`config.mk`:
```
export PLATFORM = sky130hd
export DESIGN_NAME = mem_access_ctrl
export DESIGN_NICKNAME = d
export VERILOG_FILES = /design/src/rtl/mem_access_ctrl.sv
export SDC_FILE = /design/constraint.sdc
export NUM_CORES = 1
export LEC_CHECK = 0
export BUFFER_PORTS_ARGS = -buffer_cell sky130_fd_sc_hd__buf_2
export CAP_MARGIN = 20
export CELL_PAD_IN_SITES_DETAIL_PLACEMENT = 2
export CELL_PAD_IN_SITES_GLOBAL_PLACEMENT = 2
export CORE_UTILIZATION = 28
export CTS_CLUSTER_DIAMETER = 120
export DETAILED_ROUTE_END_ITERATION = 6
export PLACE_DENSITY_LB_ADDON = 0.1
export SYNTH_ARGS = -nofsm -noshare
export SYNTH_HDL_FRONTEND = slang
export SYNTH_SLANG_ARGS = --single-unit
```
`constraint.sdc`:
```
create_clock -name clk -period 4.9 [get_ports clk]
set_input_delay 0.735 -clock clk [delete_from_list [all_inputs] [get_ports clk]]
set_output_delay 0.735 -clock clk [all_outputs]
set_load 0.01 [all_outputs]
```
`src/rtl/mem_access_ctrl.sv`:
```
// Memory access controller: turns CPU load/store requests into word-wide
// memory port transactions, stalling the pipeline, aligning/extending load
// data and reporting misaligned, illegal and timed-out accesses.
module mem_access_ctrl #(
    parameter int unsigned MAX_WAIT = 15
) (
    input  logic        clk,
    input  logic        rst,
    input  logic        memRead,
    input  logic        memWrite,
    input  logic [1:0]  memDataSize,
    input  logic        memBitExtend,
    input  logic [31:0] addr,
    input  logic [31:0] wdata,
    output logic        stall,
    output logic [31:0] rdata,
    output logic        fault,
    output logic [1:0]  fault_code,
    output logic        mem_en,
    output logic        mem_we,
    output logic [3:0]  mem_byteen,
    output logic [31:0] mem_addr,
    output logic [31:0] mem_wdata,
    input  logic [31:0] mem_rdata,
    input  logic        mem_ready
);

    localparam int unsigned CNT_W = (MAX_WAIT < 2) ? 1 : $clog2(MAX_WAIT + 1);

    localparam logic [1:0] SIZE_WORD = 2'd0;
    localparam logic [1:0] SIZE_HALF = 2'd1;
    localparam logic [1:0] SIZE_BYTE = 2'd2;

    localparam logic [1:0] CODE_MISALIGNED = 2'd1;
    localparam logic [1:0] CODE_TIMEOUT    = 2'd2;
    localparam logic [1:0] CODE_ILLEGAL    = 2'd3;

    typedef enum logic [1:0] {
        IDLE   = 2'd0,
        ACCESS = 2'd1,
        DONE   = 2'd2,
        FAULT  = 2'd3
    } stateT;

    stateT            state;
    logic [CNT_W-1:0] waitCnt;
    logic [CNT_W-1:0] waitCntNext;
    logic [1:0]       sizeQ;
    logic             extQ;
    logic [1:0]       offQ;

    logic             request;
    logic             illegal;
    logic             misaligned;
    logic [3:0]       byteenNext;
    logic [31:0]      wdataNext;
    logic [31:0]      shifted;
    logic [31:0]      loadValue;

    // Request classification from the live CPU inputs (only used in IDLE)
    assign request    = memRead | memWrite;
    assign illegal    = (memRead & memWrite) | (memDataSize == 2'd3);
    assign misaligned = ((memDataSize == SIZE_WORD) && (addr[1:0] != 2'b00)) ||
                        ((memDataSize == SIZE_HALF) && addr[0]);

    // Pipeline hold: raised in the request cycle itself and for the whole access
    assign stall = ((state == IDLE) && request) || (state == ACCESS);

    assign waitCntNext = waitCnt + CNT_W'(1);

    // Lane enables and replicated store data for the accepted request
    always_comb begin
        byteenNext = 4'b0000;
        wdataNext  = wdata;
        case (memDataSize)
            SIZE_WORD: begin
                byteenNext = 4'b1111;
                wdataNext  = wdata;
            end
            SIZE_HALF: begin
                byteenNext = addr[1] ? 4'b1100 : 4'b0011;
                wdataNext  = {2{wdata[15:0]}};
            end
            SIZE_BYTE: begin
                byteenNext = 4'b0001 << addr[1:0];
                wdataNext  = {4{wdata[7:0]}};
            end
            default: begin
                byteenNext = 4'b0000;
                wdataNext  = wdata;
            end
        endcase
    end

    // Right-align returned lane data and extend it to 32 bits
    always_comb begin
        shifted   = mem_rdata >> {offQ, 3'b000};
        loadValue = shifted;
        case (sizeQ)
            SIZE_HALF: loadValue = extQ ? {16'h0000, shifted[15:0]}
                                        : {{16{shifted[15]}}, shifted[15:0]};
            SIZE_BYTE: loadValue = extQ ? {24'h000000, shifted[7:0]}
                                        : {{24{shifted[7]}}, shifted[7:0]};
            default:   loadValue = shifted;
        endcase
    end

    // Access FSM with registered memory-port, result and fault outputs
    always_ff @(posedge clk or posedge rst) begin
        if (rst) begin
            state      <= IDLE;
            waitCnt    <= '0;
            sizeQ      <= 2'd0;
            extQ       <= 1'b0;
            offQ       <= 2'd0;
            mem_en     <= 1'b0;
            mem_we     <= 1'b0;
            mem_byteen <= 4'b0000;
            mem_addr   <= 32'h0000_0000;
            mem_wdata  <= 32'h0000_0000;
            rdata      <= 32'h0000_0000;
            fault      <= 1'b0;
            fault_code <= 2'd0;
        end else begin
            fault <= 1'b0;
            case (state)
                IDLE: begin
                    if (request) begin
                        if (illegal) begin
                            fault_code <= CODE_ILLEGAL;
                            fault      <= 1'b1;
                            state      <= FAULT;
                        end else if (misaligned) begin
                            fault_code <= CODE_MISALIGNED;
                            fault      <= 1'b1;
                            state      <= FAULT;
                        end else begin
                            mem_en     <= 1'b1;
                            mem_we     <= memWrite;
                            mem_byteen <= byteenNext;
                            mem_addr   <= {addr[31:2], 2'b00};
                            mem_wdata  <= wdataNext;
                            sizeQ      <= memDataSize;
                            extQ       <= memBitExtend;
                            offQ       <= addr[1:0];
                            waitCnt    <= '0;
                            state      <= ACCESS;
                        end
                    end
                end
                ACCESS: begin
                    if (mem_ready) begin
                        if (!mem_we) begin
                            rdata <= loadValue;
                        end
                        mem_en <= 1'b0;
                        mem_we <= 1'b0;
                        state  <= DONE;
                    end else begin
                        waitCnt <= waitCntNext;
                        if (waitCntNext == CNT_W'(MAX_WAIT)) begin
                            fault_code <= CODE_TIMEOUT;
                            fault      <= 1'b1;
                            mem_en     <= 1'b0;
                            mem_we     <= 1'b0;
                            state      <= FAULT;
                        end
                    end
                end
                DONE: begin
                    state <= IDLE;
                end
                FAULT: begin
                    state <= IDLE;
                end
                default: begin
                    state <= IDLE;
                end
            endcase
        end
    end

endmodule

```
==> results.py, run 1 <==
metrics = {
    "status": {
        "status": "finished clean",
    },
    "pwr": {
        "power_mw": 4.780,
        "p_leak_nw": 3.766,
        "power.density_nw_per_um2": 664.0,
        "ir_drop_uv": 300.1,
    },
    "synthesis": {
        "synth_cell_type_count": 43,
        "netlist_area_sq_um": 5311,
        "ys_seq_area_frac": 0.5371,
        "ys_seq_elements": 114,
        "synth-main-ff-cell": "dfrtp_1",
        "synthArstFlopShare": 1.000,
        "synth-edff-count": 0,
        "netlist_instances": 573,
        "synth.avg_cell_area_sq_um": 9.269,
        "yosysWarnings": 0,
    },
    "clock_network": {
        "cts.clk_slew.worst_paths_ns": 0.06,
        "cts_buffers": 17,
        "ctsHoldBuffers": 0,
        "root_buffer": "clkbuf_16",
        "cts_tree": "yes",
        "postCtsSetupBuffers": 0,
        "ctsHtreeMaxLevel": 4,
        "clockBufferDepth": 2,
        "clk_latency_ns": 0.42,
        "cts_resized": 0,
        "cts.sinks": 114,
    },
    "setup_path": {
        "path_delay_family": "simple AND/OR/NAND/NOR gates",
        "critical_path_required_ns": 5.23,
        "start_kind": "input pin",
        "cp.arrival_ns": 3.11,
        "crit_type": "input pin to flop",
        "slowest_stage": "nor2_1",
        "critical_path.max_fanout": 17,
        "cp-end-kind": "flop",
        "crit_top_cell": "nor2_1",
        "path_cells": "buf_2 -> inv_1 -> ha_1 -> clkinv_1 -> nor2_1 -> a221oi_1 -> nor2_1",
        "crit_buf_inv": 3,
        "slowest_delay_ns": 0.67,
    },
    "sta": {
        "rsz0062_at_grt": "false",
        "period_share": 0.5670,
        "tns_ns": 0,
        "tightest_slew_ns": 0.9426,
        "setup_viol": 0,
        "maxSlewViolCount": 0,
        "period_needed_ns": 2.778,
        "slew_headroom": 0.3716,
        "fin_skew_ns": 0.008271,
        "hold_violations": 0,
        "fmax_ghz": 0.3599,
    },
    "die": {
        "rows": 50,
        "fp.dieH_microns": 139.7,
        "die_area_sq_um": 19520,
        "ios": 210,
        "start_util": 0.2849,
        "core_area_sq_um": 18640,
        "die_w_microns": 139.7,
    },
    "drt": {
        "routedWlPerCell_microns": 18.46,
        "wirelength_mm": 18.85,
        "via_count": 4996,
        "drtIter0Drc": 145,
        "drt-vias-per-instance": 4.893,
        "dr.pass1.iters": 6,
        "ant_nets": 0,
        "drc": 0,
    },
    "flow_run": {
        "maxCapViolCount": 0,
    },
    "final_layout": {
        "layout-drive-gt1-share": 0.3439,
        "areaGrowthSynthToFinish_pct": 35.52,
        "nets": 884,
    },
    "global_routing": {
        "grt_overflow": 0,
        "grt_pass1_wl_mm": 30.29,
        "track_usage": 0.2009,
        "grt_max_degree": 70,
        "grt_pass1_vias": 5639,
        "antenna_found_initial": 2,
    },
    "place": {
        "routabilityCongestion": 0.7890,
        "portBuffers": 207,
        "hpwlAfterDp_mm": 13.55,
    },
    "worst_hold_path": {
        "min_path_type": "flop to flop",
    },
}
## routing by layer
metal | track usage | share of wire
met1 | 0.2277 | 0.40
met5 | 0 | 0
met2 | 0.3526 | 0.51
met3 | 0.06573 | 0.064
met4 | 0.06998 | 0.021
## layout by cell type, fill, tap and decap left out, types with 12 or more instances in the layout
cell,netlist,routed
dfrtp_1,114,114
a21oi_1,21,21
buf_2,8,207
clkbuf_16,0,17
mux2i_1,16,16
nor2_1,40,40
o21ai_0,58,58
nand3_1,19,19
mux2_2,12,12
nand2_1,180,180
a221o_1,16,16
## synth_stat cells, drive strengths merged (2+ instances only)
| cell type | instances | share of area |
|---|---|---|
| and3 | 3 | 0.0035 |
| a21oi | 23 | 0.023 |
| inv | 8 | 0.0057 |
| dfrtp | 114 | 0.54 |
| or2 | 2 | 0.0024 |
| clkbuf | 22 | 0.016 |
| nor2 | 40 | 0.028 |
| o2bb2ai | 2 | 0.0033 |
| ha | 8 | 0.019 |
| nor3 | 3 | 0.0038 |
| a221oi | 8 | 0.013 |
| nor3b | 2 | 0.0059 |
| mux2 | 12 | 0.025 |
| o21ai | 59 | 0.056 |
| nand2 | 180 | 0.13 |
| nand3 | 19 | 0.018 |
| buf | 14 | 0.017 |
| mux2i | 16 | 0.030 |
| nor2b | 4 | 0.0047 |
| a221o | 16 | 0.030 |
| o211ai | 2 | 0.0028 |
| a21o | 2 | 0.0028 |
## registers in the layout (all words and copies together) (netlist names)
signal      count
extQ            1
state           2
fault_code      2
waitCnt         4
rdata          32
sizeQ           2
mem_en          1
mem_we          1
offQ            2
mem_wdata      32
fault           1
mem_byteen      4
mem_addr       30
## worst reg2reg max path, cell delays in order (launching register included)
cell and delay [ns]:
dfrtp_1 0.91, nor2b_1 0.63, o2bb2ai_1 0.25, a21oi_2 0.13
nor4_4 0.49, a221o_1 0.20
## cell families after synthesis
family                   Yosys count  synth area share
AND/OR/NAND/NOR                  260            0.2071
AO/OA/AOI/OAI                    115            0.1355
flip-flops                       114            0.5371
buffers and inverters             45           0.03934
multiplexers                      29           0.05983
adder cells (fa/ha/maj)            8           0.01885
other                              1         0.0007060
XOR/XNOR                           1          0.001649
## power breakdown
group          internal (mW)  switching [mW]  total, mW
logic                  0.703            1.06       1.77
clock network          0.904           0.471       1.38
registers               1.36           0.279       1.64
## per-stage QoR
stage | std cells | util | cell area, sq um | setup WS (ns) | hold slack, ns
6_report | 1021 | 0.3861 | 7198 | 2.122 | 0.4733
5_1_grt | 1020 | 0.3860 | 7196 | 1.912 | 0.5030
2_1_floorplan | 574 | - | 5315 | 1.149 | 0.4727
3_5_place_dp | 986 | 0.3503 | 6531 | 1.474 | 0.4632
4_1_cts | 1018 | 0.3848 | 7173 | 1.910 | 0.4786
3_3_place_gp | 986 | 0.3503 | 6531 | 1.612 | 0.4543
## area by class of cell
cell class | instances | area (sq um)
diodes | 2 | 5.005
clock buffers | 19 | 432.9
clock inverters | 13 | 209.0
fillers | 2114 | 11440
inverters | 9 | 36.28
multi-input cells | 415 | 2261
flip-flops and latches | 114 | 2853
well taps | 234 | 292.8
repair buffers | 215 | 1109
## worst paths after layout
path | endpoint | slack, ns | startpoint | cells past startpoint
max reg2reg | rdata[24] | 2.22 | offQ[1] | 5
max | mem_wdata[18] | 2.12 | memDataSize[0] | 7
min | mem_addr[7] | 0.47 | mem_addr[7] | 2
min in group asynchronous | mem_addr[15] | 0.48 | rst | 3
min reg2reg | mem_addr[7] | 0.47 | mem_addr[7] | 2
max in group asynchronous | mem_byteen[2] | 3.66 | rst | 3
Power figures use the tool's default switching activity.
==> inputs of run 2 (changes only) <==
--- a/config.mk
+++ b/config.mk
@@ -9,7 +9,7 @@
 export CAP_MARGIN = 20
 export CELL_PAD_IN_SITES_DETAIL_PLACEMENT = 2
 export CELL_PAD_IN_SITES_GLOBAL_PLACEMENT = 2
-export CORE_UTILIZATION = 28
+export CORE_UTILIZATION = 25
 export CTS_CLUSTER_DIAMETER = 120
 export DETAILED_ROUTE_END_ITERATION = 6
 export PLACE_DENSITY_LB_ADDON = 0.1
==> constraint.sdc (replaced) <==
create_clock -name clk -period 2.4 [get_ports clk]
set_input_delay 0.36 -clock clk [delete_from_list [all_inputs] [get_ports clk]]
set_output_delay 0.36 -clock clk [all_outputs]
set_load 0.01 [all_outputs]
==> results.py, run 2 (synthesis gave the netlist of run 1 again) <==
metrics = {
    "clock_network": {
        "cts.clk_slew.worst_paths_ns": 0.06,
        "postCtsSetupBuffers": 0,
        "cts.sinks": 114,
        "ctsHtreeMaxLevel": 4,
        "root_buffer": "clkbuf_16",
        "clockBufferDepth": 2,
        "clk_latency_ns": 0.41,
        "cts_tree": "yes",
        "ctsHoldBuffers": 0,
        "cts_resized": 0,
        "cts_buffers": 17,
    },
    "die": {
        "die_w_microns": 147.8,
        "die_area_sq_um": 21830,
        "start_util": 0.2583,
        "rows": 52,
        "ios": 210,
        "core_area_sq_um": 20560,
        "fp.dieH_microns": 147.8,
    },
    "global_routing": {
        "grt_overflow": 0,
        "grt_pass1_wl_mm": 30.42,
        "grt_pass1_vias": 5585,
        "grt_max_degree": 67,
        "track_usage": 0.1818,
        "antenna_found_initial": 4,
    },
    "sta": {
        "rsz0062_at_grt": "false",
        "period_share": 0.8324,
        "hold_violations": 0,
        "setup_viol": 0,
        "period_needed_ns": 1.998,
        "fin_skew_ns": 0.006646,
        "maxSlewViolCount": 0,
        "slew_headroom": 0.5778,
        "fin_ws_ns": 0.4023,
        "fmax_ghz": 0.5006,
        "tightest_slew_ns": 0.6310,
    },
    "setup_path": {
        "regToRegSetupSlack_ns": 0.40,
        "cp-end-kind": "flop",
        "cp.arrival_ns": 2.28,
        "r2r_cells": 6,
        "critical_path_required_ns": 2.69,
        "crit_type": "flop to flop",
        "critical_path.max_fanout": 36,
        "start_kind": "flop",
        "timing.rr.start": "state[0]",
        "regToRegEndpoint": "mem_wdata[30]",
    },
    "drt": {
        "wirelength_mm": 18.84,
        "drtIter0Drc": 136,
        "drc": 0,
        "drt-vias-per-instance": 4.654,
        "routedWlPerCell_microns": 17.66,
        "ant_nets": 0,
        "dr.pass1.iters": 4,
        "via_count": 4966,
    },
    "pwr": {
        "ir_drop_uv": 455.1,
        "p_leak_nw": 3.829,
        "power_mw": 9.779,
        "power.density_nw_per_um2": 1325,
    },
    "place": {
        "place_ws_ns": -0.01169,
        "routabilityCongestion": 0.8094,
        "portBuffers": 207,
        "hpwlAfterDp_mm": 14.31,
    },
    "final_layout": {
        "layout_common_cells": "buf_2, nand2_1, dfrtp_1, o21ai_0, nor2_1",
        "layout-drive-gt1-share": 0.3530,
        "reg_top3": "mem_wdata (32), rdata (32), mem_addr (30)",
        "mostFrequentLayoutCell": "buf_2",
        "areaGrowthSynthToFinish_pct": 38.92,
        "nets": 897,
        "fin_util": 0.3589,
    },
    "worst_hold_path": {
        "min_path_type": "input pin to async pin",
    },
    "flow_run": {
        "maxCapViolCount": 0,
    },
    "status": {
        "status": "finished clean",
    },
}
## run 2: cell count changes in the layout (fill, tap and decap cells not counted), sizes merged
cell      before  now
buf          215  228
clkinv         8    4
inv            9    7
diode          2    1
clkinvlp       0    3
clkbuf        19   20
## run 2: metrics by stage
| stage | std cells | setup TNS, ns | hold WS, ns | cell area, sq um |
|---|---|---|---|---|
| 2_1_floorplan | 574 | 0 | 0.4654 | 5319 |
| 3_3_place_gp | 1036 | 0 | 0.4546 | 6745 |
| 3_5_place_dp | 1036 | -0.01169 | 0.4625 | 6745 |
| 4_1_cts | 1066 | 0 | 0.05718 | 7376 |
| 5_1_grt | 1066 | 0 | 0.07012 | 7376 |
| 6_report | 1067 | 0 | 0.05857 | 7378 |
## run 2: area by class of cell
type	instances	area (sq um)
diodes	1	2.502
flip-flops and latches	114	2853
repair buffers	228	1256
clock inverters	10	183.9
clock buffers	20	446.7
fillers	2352	13180
multi-input cells	415	2261
inverters	9	37.54
well taps	270	337.8
## run 2: how the worst max path moves through the flow
stage	start	to	slack, ns	cells past startpoint
CTS	state[0]	mem_wdata[30]	0.39	6
global placement	memDataSize[0]	mem_wdata[23]	0.1	8
global route	state[0]	mem_wdata[30]	0.22	5
floorplan	memDataSize[0]	mem_wdata[16]	0.43	9
finish	state[0]	mem_wdata[30]	0.40	6
detailed placement	memDataSize[0]	mem_wdata[30]	-0.01	9
## run 2: worst max-delay path, cell delays in order, from the launching register on
cell	delay, ns
dfrtp_1	0.44
nor2_1	0.17
nand3_1	0.12
or3_2	0.69
buf_12	0.25
nand2_1	0.08
o21ai_0	0.09
## run 2: routing by layer
layer	up-vias	GRT usage	part of all wire
met5	-	0	0.0022
met2	136	0.3177	0.50
met3	27	0.05586	0.064
met1	2443	0.2124	0.42
met4	6	0.05567	0.014
li1	2354	-	-
## run 2: power breakdown
group	switching, mW	internal, mW	leakage [nW]
sequential	0.541	2.78	1.42
combinational	2.19	1.53	2.10
clock	0.884	1.85	0.302
